$ cat config.mk
export PLATFORM = sky130hd
export DESIGN_NAME = imem_boot_loader_flat
export DESIGN_NICKNAME = d
export VERILOG_FILES = /design/src/rtl/imem_boot_loader_if.sv /design/src/rtl/imem_boot_loader.sv /design/src/flat_wrapper.sv
export SDC_FILE = /design/constraint.sdc
export NUM_CORES = 1
export LEC_CHECK = 0
export ABC_AREA = 1
export CORE_MARGIN = 3
export CORE_UTILIZATION = 49
export CTS_CLUSTER_SIZE = 10
export DETAILED_ROUTE_END_ITERATION = 7
export HOLD_SLACK_MARGIN = 0.12
export PLACE_DENSITY_LB_ADDON = 0.05
export SETUP_SLACK_MARGIN = 0.5
export SYNTH_ARGS = -nofsm -noshare
export SYNTH_HDL_FRONTEND = slang
export SYNTH_SLANG_ARGS = --single-unit
$ cat constraint.sdc
create_clock -name clk -period 1.9 [get_ports clk]
set_clock_uncertainty 0.05 [all_clocks]
set_input_delay 0.475 -clock clk [delete_from_list [all_inputs] [get_ports clk]]
set_output_delay 0.475 -clock clk [all_outputs]
set_load 0.005 [all_outputs]
$ cat src/rtl/imem_boot_loader_if.sv
// Byte-stream and IMEM write-port bundle for imem_boot_loader.
//
// Signals:
//   in_valid    stream -> loader   a byte is presented on in_data
//   in_data     stream -> loader   stream byte, most significant byte of a word first
//   in_ready    loader -> stream   loader accepts a byte this cycle
//   imem_we     loader -> IMEM     one-cycle write strobe per assembled word
//   imem_addr   loader -> IMEM     word address of the write
//   imem_wdata  loader -> IMEM     assembled 32-bit instruction word
//
// Modports:
//   slave   the loader's view (consumes the stream, drives the IMEM port)
//   master  the environment's view (drives the stream, observes the IMEM port)
interface imem_boot_loader_if #(
  parameter int ADDR_W = 4
) ();
  logic              in_valid;
  logic [7:0]        in_data;
  logic              in_ready;
  logic              imem_we;
  logic [ADDR_W-1:0] imem_addr;
  logic [31:0]       imem_wdata;

  modport slave (
    input  in_valid, in_data,
    output in_ready, imem_we, imem_addr, imem_wdata
  );

  modport master (
    output in_valid, in_data,
    input  in_ready, imem_we, imem_addr, imem_wdata
  );
endinterface

$ cat src/rtl/imem_boot_loader.sv
// Boot-time program loader in front of the instruction memory.
// Packs a byte stream big-endian into 32-bit words, writes each word to IMEM,
// and holds the core in reset until a word with opcode 6'b111111 (EXIT) is
// written. Filling the last IMEM slot without an EXIT word is a load error.
//
// Optional feature macro: LOADER_CHECKSUM_EN
//   When defined, one extra byte after the EXIT word must equal the XOR of all
//   program bytes; a mismatch ends in the error state.
//
// Ports:
//   clk          clock, rising edge
//   resetn       synchronous, active-low reset
//   start        one-cycle pulse that begins a load (honoured in IDLE, DONE, ERR)
//   bus          imem_boot_loader_if.slave: byte stream in, IMEM write port out
//   word_count   words written during the current load
//   core_resetn  active-low reset to the processor, released only in DONE
//   load_done    level, load completed successfully
//   load_err     level, load failed
module imem_boot_loader #(
  parameter int IMEM_DEPTH = 16,
  parameter int ADDR_W     = $clog2(IMEM_DEPTH)
) (
  input  logic                 clk,
  input  logic                 resetn,
  input  logic                 start,
  imem_boot_loader_if.slave    bus,
  output logic [ADDR_W:0]      word_count,
  output logic                 core_resetn,
  output logic                 load_done,
  output logic                 load_err
);

  localparam logic [ADDR_W-1:0] LAST_ADDR = ADDR_W'(IMEM_DEPTH - 1);
  localparam logic [ADDR_W-1:0] ADDR_ONE  = ADDR_W'(1);
  localparam logic [ADDR_W:0]   WC_ONE    = (ADDR_W + 1)'(1);

`ifdef LOADER_CHECKSUM_EN
  typedef enum logic [2:0] {
    S_IDLE, S_RECV, S_WRITE, S_DONE, S_ERR, S_CSUM
  } state_t;
`else
  typedef enum logic [2:0] {
    S_IDLE, S_RECV, S_WRITE, S_DONE, S_ERR
  } state_t;
`endif

  state_t            state, state_nxt;
  logic [1:0]        byte_cnt;
  logic [ADDR_W-1:0] addr_q;
  logic [31:0]       wdata_q;
  logic              accept;
  logic              restart;
  logic              is_exit;
  logic              at_last;
`ifdef LOADER_CHECKSUM_EN
  logic [7:0]        csum_q;
`endif

  always_comb begin
    accept  = (state == S_RECV) && bus.in_valid;
    restart = start && ((state == S_IDLE) || (state == S_DONE) || (state == S_ERR));
    is_exit = (wdata_q[31:26] == 6'b111111);
    at_last = (addr_q == LAST_ADDR);
  end

  always_ff @(posedge clk) begin
    if (!resetn) state <= S_IDLE;
    else         state <= state_nxt;
  end

  always_comb begin
    state_nxt = state;
    case (state)
      S_IDLE:  if (start) state_nxt = S_RECV;
      S_RECV:  if (accept && (byte_cnt == 2'd3)) state_nxt = S_WRITE;
      // EXIT takes priority over the full-memory check, so an EXIT word in
      // the last slot is still a successful load.
      S_WRITE: begin
        if (is_exit) begin
`ifdef LOADER_CHECKSUM_EN
          state_nxt = S_CSUM;
`else
          state_nxt = S_DONE;
`endif
        end else if (at_last) begin
          state_nxt = S_ERR;
        end else begin
          state_nxt = S_RECV;
        end
      end
`ifdef LOADER_CHECKSUM_EN
      S_CSUM:  if (bus.in_valid) state_nxt = (bus.in_data == csum_q) ? S_DONE : S_ERR;
`endif
      S_DONE:  if (start) state_nxt = S_RECV;
      S_ERR:   if (start) state_nxt = S_RECV;
      default: state_nxt = S_IDLE;
    endcase
  end

  // Datapath registers. A restart clears the counters; an abort by reset
  // drops any partially assembled word because WRITE is never reached.
  always_ff @(posedge clk) begin
    if (!resetn) begin
      byte_cnt   <= 2'd0;
      addr_q     <= '0;
      wdata_q    <= 32'd0;
      word_count <= '0;
`ifdef LOADER_CHECKSUM_EN
      csum_q     <= 8'd0;
`endif
    end else begin
      if (restart) begin
        byte_cnt   <= 2'd0;
        addr_q     <= '0;
        word_count <= '0;
`ifdef LOADER_CHECKSUM_EN
        csum_q     <= 8'd0;
`endif
      end
      if (accept) begin
        wdata_q  <= {wdata_q[23:0], bus.in_data};
        byte_cnt <= byte_cnt + 2'd1;
`ifdef LOADER_CHECKSUM_EN
        csum_q   <= csum_q ^ bus.in_data;
`endif
      end
      if (state == S_WRITE) begin
        word_count <= word_count + WC_ONE;
        byte_cnt   <= 2'd0;
        // Address never wraps: it stays put on EXIT or on the last slot.
        if (!is_exit && !at_last) addr_q <= addr_q + ADDR_ONE;
      end
    end
  end

  // Moore outputs decoded from the registered state.
  always_comb begin
    bus.in_ready   = (state == S_RECV);
`ifdef LOADER_CHECKSUM_EN
    if (state == S_CSUM) bus.in_ready = 1'b1;
`endif
    bus.imem_we    = (state == S_WRITE);
    bus.imem_addr  = addr_q;
    bus.imem_wdata = wdata_q;
    core_resetn    = (state == S_DONE);
    load_done      = (state == S_DONE);
    load_err       = (state == S_ERR);
  end

endmodule

$ cat src/flat_wrapper.sv
// flat-port wrapper written by rule: the top's interface ports become plain ports
module imem_boot_loader_flat 
#(
  parameter int IMEM_DEPTH = 16,
  parameter int ADDR_W     = $clog2(IMEM_DEPTH)
)
  (clk, resetn, start, word_count, core_resetn, load_done, load_err, bus_in_valid, bus_in_data, bus_in_ready, bus_imem_we, bus_imem_addr, bus_imem_wdata);
  imem_boot_loader_if #(.ADDR_W(ADDR_W)) bus_i ();
  input  logic clk;
  input  logic resetn;
  input  logic start;
  output logic [ADDR_W:0] word_count;
  output logic core_resetn;
  output logic load_done;
  output logic load_err;
  input wire logic [$bits(bus_i.in_valid)-1:0] bus_in_valid;
  input wire logic [$bits(bus_i.in_data)-1:0] bus_in_data;
  output wire logic [$bits(bus_i.in_ready)-1:0] bus_in_ready;
  output wire logic [$bits(bus_i.imem_we)-1:0] bus_imem_we;
  output wire logic [$bits(bus_i.imem_addr)-1:0] bus_imem_addr;
  output wire logic [$bits(bus_i.imem_wdata)-1:0] bus_imem_wdata;
  assign bus_i.in_valid = bus_in_valid;
  assign bus_i.in_data = bus_in_data;
  assign bus_in_ready = bus_i.in_ready;
  assign bus_imem_we = bus_i.imem_we;
  assign bus_imem_addr = bus_i.imem_addr;
  assign bus_imem_wdata = bus_i.imem_wdata;
  imem_boot_loader #(.IMEM_DEPTH(IMEM_DEPTH), .ADDR_W(ADDR_W)) u_core (.clk(clk), .resetn(resetn), .start(start), .bus(bus_i), .word_count(word_count), .core_resetn(core_resetn), .load_done(load_done), .load_err(load_err));
endmodule
==> impl_results.md <==
- Die footprint: 4648 sq um
- Latest clock arrival within the worst-skew pair: 300 ps
- Synth Instances: 247
- Endpoints failing setup: 0
- Initial antenna violation count: 0
- F_max: 0.6231 GHz
- Vias in the first global route: 1949
- Fin nets: 377
- Post-Synth Simple-Gate Area: 28.27%
- Synth Area in XOR/XNOR: 0%
- N_diodes: 0
- Yosys reg bits: 46
- Area grow syn2layout: 74.11%
- Least-Margin Pin Slew: 344.7 ps
- Global-route wire length before repair: 8535 microns
- Yosys warns: 0
- CP endpoint kind: flop
- Design area: 3298 sq um
- TritonCTS Sinks: 46
- Setup CP Type: reg2reg
- Port bufs: 57
- Final Cycle Share: 84.47%
- Critical Path RT: 2060 ps
- Iter 0 DRT Violations: 304
- Synth Area in Compound Gates: 14.93%
- Die Wd: 68.18 microns
- Final slew viol count: 0
- Mapped Area: 1894 sq um
- Max Cap Viol: 0
- Mapped Avg Cell Area: 7.669 sq um
- Crit-path max FO: 16
- Worst setup startpoint: u_core.state[0]$_SDFFE_PN0P_
- Final Hold Fails: 0
- Gr ovfl total: 0
- Final Critical Period: 1605 ps
- Crit path arrival time: 1770 ps
- Max Root-Sink Buffers: 2
- Fill count: 114
- Status: completed
- Routed via count: 2381
- CTS tree: yes
- Root buf cell: clkbuf_8
- Worst path slowest cell: dfxtp_2
- CP startpoint kind: flop
- Most common cell after layout, fill and taps aside: nor2_1
- Yosys cell types: 27
- CP top delay family: buffers and inverters
- Pwr dens: 1288 nW/um^2
- Rel. slew slack: 77.00%
- Routed wire length: 7973 microns
- Syn_nets: 262
- RSZ-0062 raised after global routing: true
- Placed inst area: 2519 sq um
- Die H: 68.18 microns
- RR Startpoint: u_core.state[0]$_SDFFE_PN0P_
- Buf/Inv on CP: 6
- Post-route ant nets: 0
- Max stage delay on crit path: 340 ps
- Top Ports: 58
- Hold wc startpoint: u_core.bus.imem_wdata[0]$_SDFFE_PN0P_
- CP cell instances: inv_2, buf_4, nor3_4, buf_4, buf_6, nand2_8, inv_6, buf_12, nor2_1, nor2_1
- H-tree depth: 2
- Most frequent cells in the layout: 68 x nor2_1, 48 x buf_4, 39 x dfxtp_2, 30 x clkdlybuf4s15_1, 20 x nand2_1
- Overall global routing resource usage: 24.57%
- Pin count of the biggest net entering global routing: 33
- TritonRoute pass-1 iters: 5
- Initial Util: 53.80%
- Hold Path Class: reg2reg
- Gpl congestion: 0.8161
- Vias per cell: 5.850
- Share of synthesized area occupied by flip-flops and latches: 48.61%
- Layout cell share with drive strength beyond 1: 47.37%
- Leak: 1.444 nW
- Core area: 3521 sq um
- CTS clock-pin slew for the worst setup and hold paths: 80 ps
- Peak supply drop: 0.8445 mV
- Combinational family with the most area after synthesis: simple AND/OR/NAND/NOR gates
- Overall power: 4.249 mW
- TritonCTS Buffers: 5
- Remaining DRCs: 0
- Routed len/inst: 19.59 microns
- Multiplexer share of the synthesized area: 0%
- Post-Synth Adder-Cell Area: 1.982%
- Row cnt: 21
- Detailed placement HPWL: 2955 microns
- Setup TNS: 0 ps
## path summary, 6_finish.rpt
path              slack, ps                                endpoint  cells after the start
setup / recovery        300  u_core.bus.imem_wdata[26]$_SDFFE_PN0P_                     10
hold reg to reg         450   u_core.bus.imem_wdata[0]$_SDFFE_PN0P_                      2
setup reg to reg        300  u_core.bus.imem_wdata[26]$_SDFFE_PN0P_                     10
hold / removal          450   u_core.bus.imem_wdata[0]$_SDFFE_PN0P_                      2
## report_power, final
part | internal (mW) | switching [mW] | leakage (nW) | total [mW]
combinational | 1.09 | 1.16 | 1.01 | 2.25
clock | 0.281 | 0.311 | 0.0431 | 0.591
sequential | 1.23 | 0.186 | 0.396 | 1.41
total | 2.59 | 1.66 | 1.44 | 4.25
## synthesized netlist by cell type (all sizes together)
library cell,n,area (sq um)
a211oi,2,15.01
a21oi,13,65.06
a31o,2,17.52
buf,5,45.04
clkbuf,6,26.27
clkinv,1,5.000
dfxtp,46,920.9
ha,3,37.54
inv,11,41.29
nand2,30,132.6
nand3,15,80.08
nand4,2,12.51
nor2,73,284.0
nor3,2,26.28
o21a,1,7.510
o21ai,34,170.2
o21bai,1,7.510
## routing by layer
layer / track usage [%] / share of wire, % / vias to the layer above
met5: 0 / 0 / -
met4: 11.66 / 6.7 / 0
met3: 6.076 / 8.8 / 57
met2: 42.60 / 48 / 182
met1: 28.06 / 37 / 1100
li1: - / - / 1042
## cells by family (layout without fill, tap and decap cells)
kind of cell	Yosys count	in the layout
simple gates	122	122
buf+inv	23	137
compound gates	53	53
flops	46	46
fa+ha+maj	3	3
## registers in the layout, summed over array words and instances (netlist names)
name and flops:
u_core.byte_cnt 2, u_core.bus.imem_wdata 32, u_core.word_count 5, u_core.bus.imem_addr 4, u_core.state 3
## area by class of cell
cell class	instances	area [sq um]	share of cell area [%]
clock buffers	6	82.58	2.504
inverters	12	60.06	1.821
multi-input cells	178	1025	31.07
flip-flops and latches	46	988.4	29.97
well taps	46	57.56	1.745
repair buffers	119	1085	32.89
## worst reg2reg max path: cells and delay by family, from the launching register on
family        cells  cell delay (ps)
simple gates      4              450
flops             1              340
buf+inv           6              680
## stage by stage
stage	hold slack, ps	utilization (%)	std cells	setup slack (ps)
2_1_floorplan	395.3	-	247	596.7
3_3_place_gp	414.0	71.54	348	180.6
3_5_place_dp	427.2	71.54	348	135.7
4_1_cts	439.6	85.93	397	284.9
5_1_grt	480.3	93.67	407	190.2
6_report	453.2	93.67	407	295.1
## repair_timing
item	4_1_cts	5_1_grt
setup endpoints to repair	55	70
cloned	0	2
hold buffers	0	0
buffers inserted	43	8
resized for setup	158	101
pin swaps	6	10
Note: power is estimated with default switching activity, not from simulation.
